File: src/rtl/trigger_input_conditioner_if.sv
// Log readout port of the trigger input conditioner: FWFT head, pop strobe and status.
interface trigger_input_conditioner_if;
  logic [25:0] log_dout;
  logic        log_rd;
  logic        log_empty;
  logic        log_full;
  logic        overflow;

  // Readout side: pops entries and watches status.
  modport master (
    output log_rd,
    input  log_dout,
    input  log_empty,
    input  log_full,
    input  overflow
  );

  // Conditioner side: owns the log FIFO.
  modport slave (
    input  log_rd,
    output log_dout,
    output log_empty,
    output log_full,
    output overflow
  );
endinterface

File: src/rtl/trigger_input_conditioner.sv
// Trigger input conditioner: synchronises and qualifies the external trigger (polarity,
// minimum width, holdoff, busy/enable veto), issues a 1-cycle trigger pulse, logs each
// accepted trigger {index, timestamp} into a FWFT FIFO and keeps saturating counters.
//
// state    | meaning
// ---------+-------------------------------------------------------------
// ARMED    | idle, waiting for the conditioned input to go active
// MEASURE  | input active, counting width up to minwidth
// HOLDOFF  | dead time after an accepted trigger; new rising edges vetoed
// WAIT_LOW | waiting for the input to return inactive before re-arming
module trigger_input_conditioner #(
  parameter int SYNC_STAGES = 2,
  parameter int FIFO_DEPTH  = 8
) (
  input  logic        clock,
  input  logic        reset,
  input  logic        trig_ext,
  input  logic        invert,
  input  logic        enable,
  input  logic [7:0]  minwidth,
  input  logic [15:0] holdoff,
  input  logic        busy,
  input  logic [9:0]  timestamp,
  input  logic        clear,
  output logic        trigger,
  output logic [15:0] trigcount,
  output logic [15:0] vetocount,
  output logic [15:0] glitchcount,
  trigger_input_conditioner_if.slave log
);

  localparam int AW = $clog2(FIFO_DEPTH);

  typedef enum logic [1:0] {ARMED, MEASURE, HOLDOFF, WAIT_LOW} state_t;

  state_t state, state_d;
  logic [SYNC_STAGES-1:0] sync_q;
  logic        s_in, s_prev;
  logic [7:0]  wcnt, wcnt_d;
  logic [15:0] hcnt, hcnt_d;
  logic        qualify, vetoed, accept, glitch, holdoff_veto;

  logic [25:0]   mem [FIFO_DEPTH];
  logic [AW-1:0] wr_ptr, rd_ptr, rd_next;
  logic [AW:0]   count;
  logic [25:0]   dout_q, push_data, head_next;
  logic          overflow_q, full, empty, push, pop, push_ok;

  assign s_in = sync_q[SYNC_STAGES-1] ^ invert;

  // Synchroniser chain on the asynchronous trigger plus one-cycle history for edge detect.
  always_ff @(posedge clock or posedge reset) begin
    if (reset) begin
      sync_q <= '0;
      s_prev <= 1'b0;
    end else begin
      sync_q <= {sync_q[SYNC_STAGES-2:0], trig_ext};
      s_prev <= s_in;
    end
  end

  // FSM state and width/holdoff timers.
  always_ff @(posedge clock or posedge reset) begin
    if (reset) begin
      state <= ARMED;
      wcnt  <= '0;
      hcnt  <= '0;
    end else begin
      state <= state_d;
      wcnt  <= wcnt_d;
      hcnt  <= hcnt_d;
    end
  end

  // Next-state decode; holdoff runs as a down-counter loaded on accept, leaving at zero.
  always_comb begin
    state_d      = state;
    wcnt_d       = wcnt;
    hcnt_d       = hcnt;
    qualify      = 1'b0;
    glitch       = 1'b0;
    holdoff_veto = 1'b0;
    case (state)
      ARMED: begin
        if (s_in) begin
          if (minwidth <= 8'd1) begin
            qualify = 1'b1;
          end else begin
            state_d = MEASURE;
            wcnt_d  = 8'd1;
          end
        end
      end
      MEASURE: begin
        if (!s_in) begin
          glitch  = 1'b1;
          state_d = ARMED;
        end else begin
          wcnt_d = wcnt + 8'd1;
          if (({1'b0, wcnt} + 9'd1) >= {1'b0, minwidth}) qualify = 1'b1;
        end
      end
      HOLDOFF: begin
        holdoff_veto = s_in & ~s_prev;
        if (hcnt == 16'd0) state_d = WAIT_LOW;
        else               hcnt_d  = hcnt - 16'd1;
      end
      WAIT_LOW: begin
        if (!s_in) state_d = ARMED;
      end
      default: state_d = ARMED;
    endcase
    vetoed = qualify & (busy | ~enable);
    accept = qualify & ~vetoed;
    if (vetoed) state_d = WAIT_LOW;
    if (accept) begin
      state_d = HOLDOFF;
      hcnt_d  = holdoff;
    end
  end

  // Trigger pulse and saturating event counters; clear leaves the pulse alone.
  always_ff @(posedge clock or posedge reset) begin
    if (reset) begin
      trigger     <= 1'b0;
      trigcount   <= '0;
      vetocount   <= '0;
      glitchcount <= '0;
    end else begin
      trigger <= accept;
      if (clear) begin
        trigcount   <= '0;
        vetocount   <= '0;
        glitchcount <= '0;
      end else begin
        if (accept && trigcount != 16'hFFFF)                     trigcount   <= trigcount + 16'd1;
        if ((vetoed || holdoff_veto) && vetocount != 16'hFFFF)    vetocount   <= vetocount + 16'd1;
        if (glitch && glitchcount != 16'hFFFF)                    glitchcount <= glitchcount + 16'd1;
      end
    end
  end

  assign full      = (count == (AW+1)'(FIFO_DEPTH));
  assign empty     = (count == '0);
  assign push_data = {trigcount, timestamp};
  assign push      = accept & ~clear;
  assign pop       = log.log_rd & ~empty & ~clear;
  assign push_ok   = push & (~full | pop);
  assign rd_next   = pop ? rd_ptr + AW'(1) : rd_ptr;
  // The head after this edge is the entry being written when it lands on the new read slot.
  assign head_next = (push_ok && wr_ptr == rd_next) ? push_data : mem[rd_next];

  // Log storage; contents need no reset since count gates validity.
  always_ff @(posedge clock) begin
    if (push_ok) mem[wr_ptr] <= push_data;
  end

  // FIFO pointers, occupancy, registered head and sticky overflow.
  always_ff @(posedge clock or posedge reset) begin
    if (reset) begin
      wr_ptr     <= '0;
      rd_ptr     <= '0;
      count      <= '0;
      dout_q     <= '0;
      overflow_q <= 1'b0;
    end else if (clear) begin
      wr_ptr     <= '0;
      rd_ptr     <= '0;
      count      <= '0;
      dout_q     <= '0;
      overflow_q <= 1'b0;
    end else begin
      if (push_ok) wr_ptr <= wr_ptr + AW'(1);
      rd_ptr <= rd_next;
      case ({push_ok, pop})
        2'b10:   count <= count + (AW+1)'(1);
        2'b01:   count <= count - (AW+1)'(1);
        default: count <= count;
      endcase
      dout_q <= head_next;
      if (push && full && !pop) overflow_q <= 1'b1;
    end
  end

  assign log.log_dout  = dout_q;
  assign log.log_empty = empty;
  assign log.log_full  = full;
  assign log.overflow  = overflow_q;

endmodule

File: src/flat_wrapper.sv
// flat-port wrapper written by rule: the top's interface ports become plain ports
module trigger_input_conditioner_flat 
#(
  parameter int SYNC_STAGES = 2,
  parameter int FIFO_DEPTH  = 8
)
  (clock, reset, trig_ext, invert, enable, minwidth, holdoff, busy, timestamp, clear, trigger, trigcount, vetocount, glitchcount, log_log_rd, log_log_dout, log_log_empty, log_log_full, log_overflow);
  trigger_input_conditioner_if log_i ();
  input  logic clock;
  input  logic reset;
  input  logic trig_ext;
  input  logic invert;
  input  logic enable;
  input  logic [7:0] minwidth;
  input  logic [15:0] holdoff;
  input  logic busy;
  input  logic [9:0] timestamp;
  input  logic clear;
  output logic trigger;
  output logic [15:0] trigcount;
  output logic [15:0] vetocount;
  output logic [15:0] glitchcount;
  input wire logic [$bits(log_i.log_rd)-1:0] log_log_rd;
  output wire logic [$bits(log_i.log_dout)-1:0] log_log_dout;
  output wire logic [$bits(log_i.log_empty)-1:0] log_log_empty;
  output wire logic [$bits(log_i.log_full)-1:0] log_log_full;
  output wire logic [$bits(log_i.overflow)-1:0] log_overflow;
  assign log_i.log_rd = log_log_rd;
  assign log_log_dout = log_i.log_dout;
  assign log_log_empty = log_i.log_empty;
  assign log_log_full = log_i.log_full;
  assign log_overflow = log_i.overflow;
  trigger_input_conditioner #(.SYNC_STAGES(SYNC_STAGES), .FIFO_DEPTH(FIFO_DEPTH)) u_core (.clock(clock), .reset(reset), .trig_ext(trig_ext), .invert(invert), .enable(enable), .minwidth(minwidth), .holdoff(holdoff), .busy(busy), .timestamp(timestamp), .clear(clear), .trigger(trigger), .trigcount(trigcount), .vetocount(vetocount), .glitchcount(glitchcount), .log(log_i));
endmodule
File: config.mk
export PLATFORM = sky130hd
export DESIGN_NAME = trigger_input_conditioner_flat
export DESIGN_NICKNAME = d
export VERILOG_FILES = /design/src/rtl/trigger_input_conditioner_if.sv /design/src/rtl/trigger_input_conditioner.sv /design/src/flat_wrapper.sv
export SDC_FILE = /design/constraint.sdc
export NUM_CORES = 1
export LEC_CHECK = 0
export ABC_AREA = 1
export BUFFER_PORTS_ARGS = -buffer_cell sky130_fd_sc_hd__buf_4
export CELL_PAD_IN_SITES_DETAIL_PLACEMENT = 0
export CELL_PAD_IN_SITES_GLOBAL_PLACEMENT = 1
export CORE_ASPECT_RATIO = 1.25
export CORE_MARGIN = 1
export CORE_UTILIZATION = 25
export CTS_BUF_LIST = sky130_fd_sc_hd__clkbuf_16
export DETAILED_ROUTE_END_ITERATION = 6
export GPL_ROUTABILITY_DRIVEN = 0
export GPL_TIMING_DRIVEN = 0
export PLACE_DENSITY = 0.52
export REMOVE_ABC_BUFFERS = 1
export SLEW_MARGIN = 20
export SYNTH_ARGS = -nofsm -noshare
export SYNTH_HDL_FRONTEND = slang
export SYNTH_SLANG_ARGS = --single-unit
File: constraint.sdc
create_clock -name clock -period 4.4 [get_ports clock]
set_input_delay 0.66 -clock clock [delete_from_list [all_inputs] [get_ports clock]]
set_output_delay 0.66 -clock clock [all_outputs]
set_load 0.01 [all_outputs]
==> reports/metrics.cfg <==
[timing]
max_slew_margin=0.382
tightest_slew_ps=924
max_freq_mhz=253
setup_viol=0
hold_viol=0
fin_crit_ps=3950
fin_skew_ps=20.2
hold_ws_ps=125
rsz0062_at_grt=false
worst_slack_ps=449
finalCritPeriodShare=0.898
drv_slew=0

[layout]
diodes=0
finalNetCount=1705
nFillCells=6148
final_util=0.311
fin_cells=2433
drive_gt1_frac=0.152
synthToLayoutAreaGrowth_pct=23.0

[yosys]
synthFlopType=edfxtp_1
synth_cells=1512
synth_cell_types=42
synthArstFlopShare=0.356
synthesis.area_um2=14800
synth.yosys.seq_area_share=0.617
synth-edff-count=208
syn_area_per_cell_um2=9.79
synth_warnings=0
yosys_register_bits=323

[cts]
cts_tree=yes
cts.clk_slew.worst_paths_ps=60
clock_latency_ps=560
cts_made_buffers=40
clock_sinks=323
clockBufferDepth=3
hold_buffers=0
clockRootBuffer=clkbuf_16
cts_max_level=2

[global_routing]
grt_pass1_wl_mm=64.5
antenna_found_initial=0
track_usage=0.140
grt_start_max_net_pins=95
grt_pass1_vias=10875
overflow=0

[drt]
routedWlPerCell_um=17.2
drt_iter0_drc=471
viasPerCell=4.42
postRouteAntennaNets=0
routed_wl_mm=41.8
drc=10
vias=10764
dr.pass1.iters=7

[setup_path]
cp_max_fo=10
cp_data_arrival_time_ps=4210
required_ps=4650
worstSetupPathType=reg -> reg
crit_path_end_kind=register
cp-start-kind=register

[worst_hold_path]
hold_class=in -> async

[power]
power.density_nw_per_um2=449
peakVddDrop_uv=231
leakage_nw=7.66

[run_status]
status=complete, but fails checks
violations=design-rule violations

[place]
hpwl_mm=24.8
portBuffers=119
place_inst=2351
dp_slack_ps=-129

[floorplan]
dieArea_um2=60200
die_height_um=274
io_pins=120
start_util=0.253
std_cell_rows=99
die_x_um=220
coreArea_um2=58500

[flow_run]
drv_cap=0

==> per-layer routing <==
| metal | GRT usage | wire length [um] | up-vias |
|---|---|---|---|
| met5 | 0 | 0 | - |
| met4 | 0.0396 | 1000 | 0 |
| met3 | 0.0264 | 1700 | 62 |
| met2 | 0.252 | 21400 | 195 |
| met1 | 0.169 | 17700 | 5138 |
| li1 | - | - | 5369 |
==> logic make-up (layout without fill, tap and decap cells) <==
| kind of cell | after synthesis | in the layout | share of synthesized area |
|---|---|---|---|
| AOI/OAI and AO/OA | 77 | 77 | 0.0301 |
| buffers and inverters | 177 | 340 | 0.0522 |
| and+or+nand+nor | 878 | 879 | 0.262 |
| xor gates and xnor gates | 39 | 39 | 0.0231 |
| DFF | 323 | 323 | 0.617 |
| adders and majority gates | 18 | 18 | 0.0157 |
==> power breakdown <==
group	internal, W	switching [W]	leakage, nW
logic	0.000510	0.000917	3.54
clock network	0.00202	0.00135	0.682
registers	0.00331	0.0000580	3.44
==> sequential cells by signal (all words and copies together), names as in the netlist <==
name and count:
u_core.mem 208, u_core.log.log_dout 26, u_core.glitchcount 16, u_core.hcnt 16, u_core.trigcount 16, u_core.vetocount 16, u_core.wcnt 8, u_core.count 4
u_core.rd_ptr 3, u_core.wr_ptr 3, u_core.state 2, u_core.sync_q 2, u_core.log.overflow 1, u_core.s_prev 1, u_core.trigger 1
==> through the flow <==
stage | power (W) | instance area [um2] | TNS [ps]
2_1_floorplan | 0.00431 | 14500 | -9240
3_3_place_gp | 0.00488 | 16300 | -883150
3_5_place_dp | 0.00491 | 16800 | -1060
4_1_cts | 0.00834 | 18100 | -595
5_1_grt | 0.00862 | 18200 | 0
6_report | 0.00817 | 18200 | 0
==> synth_stat cells, types with 4 or more instances <==
master	count	area share
a21oi_1	18	0.0061
a31oi_1	4	0.0017
and2_1	26	0.011
buf_1	5	0.0013
buf_2	32	0.011
buf_4	6	0.0030
buf_6	6	0.0046
clkbuf_1	13	0.0033
dfrtp_1	115	0.19
edfxtp_1	208	0.42
ha_1	17	0.014
inv_1	107	0.027
inv_2	6	0.0015
nand2_1	414	0.11
nand2_2	6	0.0025
nand3_1	227	0.077
nand4_1	28	0.012
nor2_1	124	0.031
nor3_1	27	0.0091
nor4_1	7	0.0030
o211ai_1	6	0.0030
o21ai_0	33	0.011
o22ai_1	6	0.0025
xnor2_1	7	0.0041
xor2_1	32	0.019
==> path summary, 6_finish.rpt <==
| kind | startpoint | end | slack (ps) | cells after the start |
|---|---|---|---|---|
| setup / recovery | u_core.wcnt[0] | u_core.mem[0][25] | 450 | 20 |
| hold / removal | reset | u_core.rd_ptr[2] | 130 | 2 |
| setup reg to reg | u_core.wcnt[0] | u_core.mem[0][25] | 450 | 20 |
| hold reg to reg | u_core.sync_q[0] | u_core.sync_q[1] | 350 | 0 |
| max in group asynchronous | reset | u_core.log.log_dout[22] | 3530 | 3 |
| min in group clock | trig_ext | u_core.sync_q[0] | 210 | 1 |
==> placed cells by master (no fill, tap or decap), types with 26 or more instances in the layout <==
cell         n
edfxtp_1   208
xor2_1      32
inv_1      112
nand4_1     28
buf_4      141
and2_1      26
clkbuf_16   40
nand3_1    225
nand2_1    414
dfrtp_1    115
nor2_1     120
o21ai_0     32
==> layout make-up <==
class,count,area (um2),area share
clock buffer,40,1000,0.0550
clock inverter,33,329,0.0181
inverter,115,453,0.0249
multi-input combinational,1013,5020,0.276
sequential,323,9120,0.501
tap,757,947,0.0520
timing repair buffer,152,1330,0.0730
==> worst max-delay path, stage by stage (launching register included) <==
cell,delay [ps]
dfrtp_1,420
ha_1,250
nand3_1,120
xor2_1,230
inv_1,70
ha_1,290
nand2_1,50
inv_1,60
nand3_1,70
nand3_1,80
nand2_1,50
nand2_1,60
nand2_1,60
nand2_2,140
nand3_4,190
nor2_4,250
nand3_2,240
nor3_4,300
buf_4,250
buf_4,220
buf_4,220
==> what timing repair did <==
| item | CTS | global route |
|---|---|---|
| gates cloned | 0 | 1 |
| gates resized for setup | 2 | 4 |
| pin swaps | 0 | 1 |
| hold endpoints to repair | 0 | 0 |
| setup endpoints to repair | 23 | 92 |
| setup buffers | 0 | 8 |
Power figures use the tool's default switching activity.
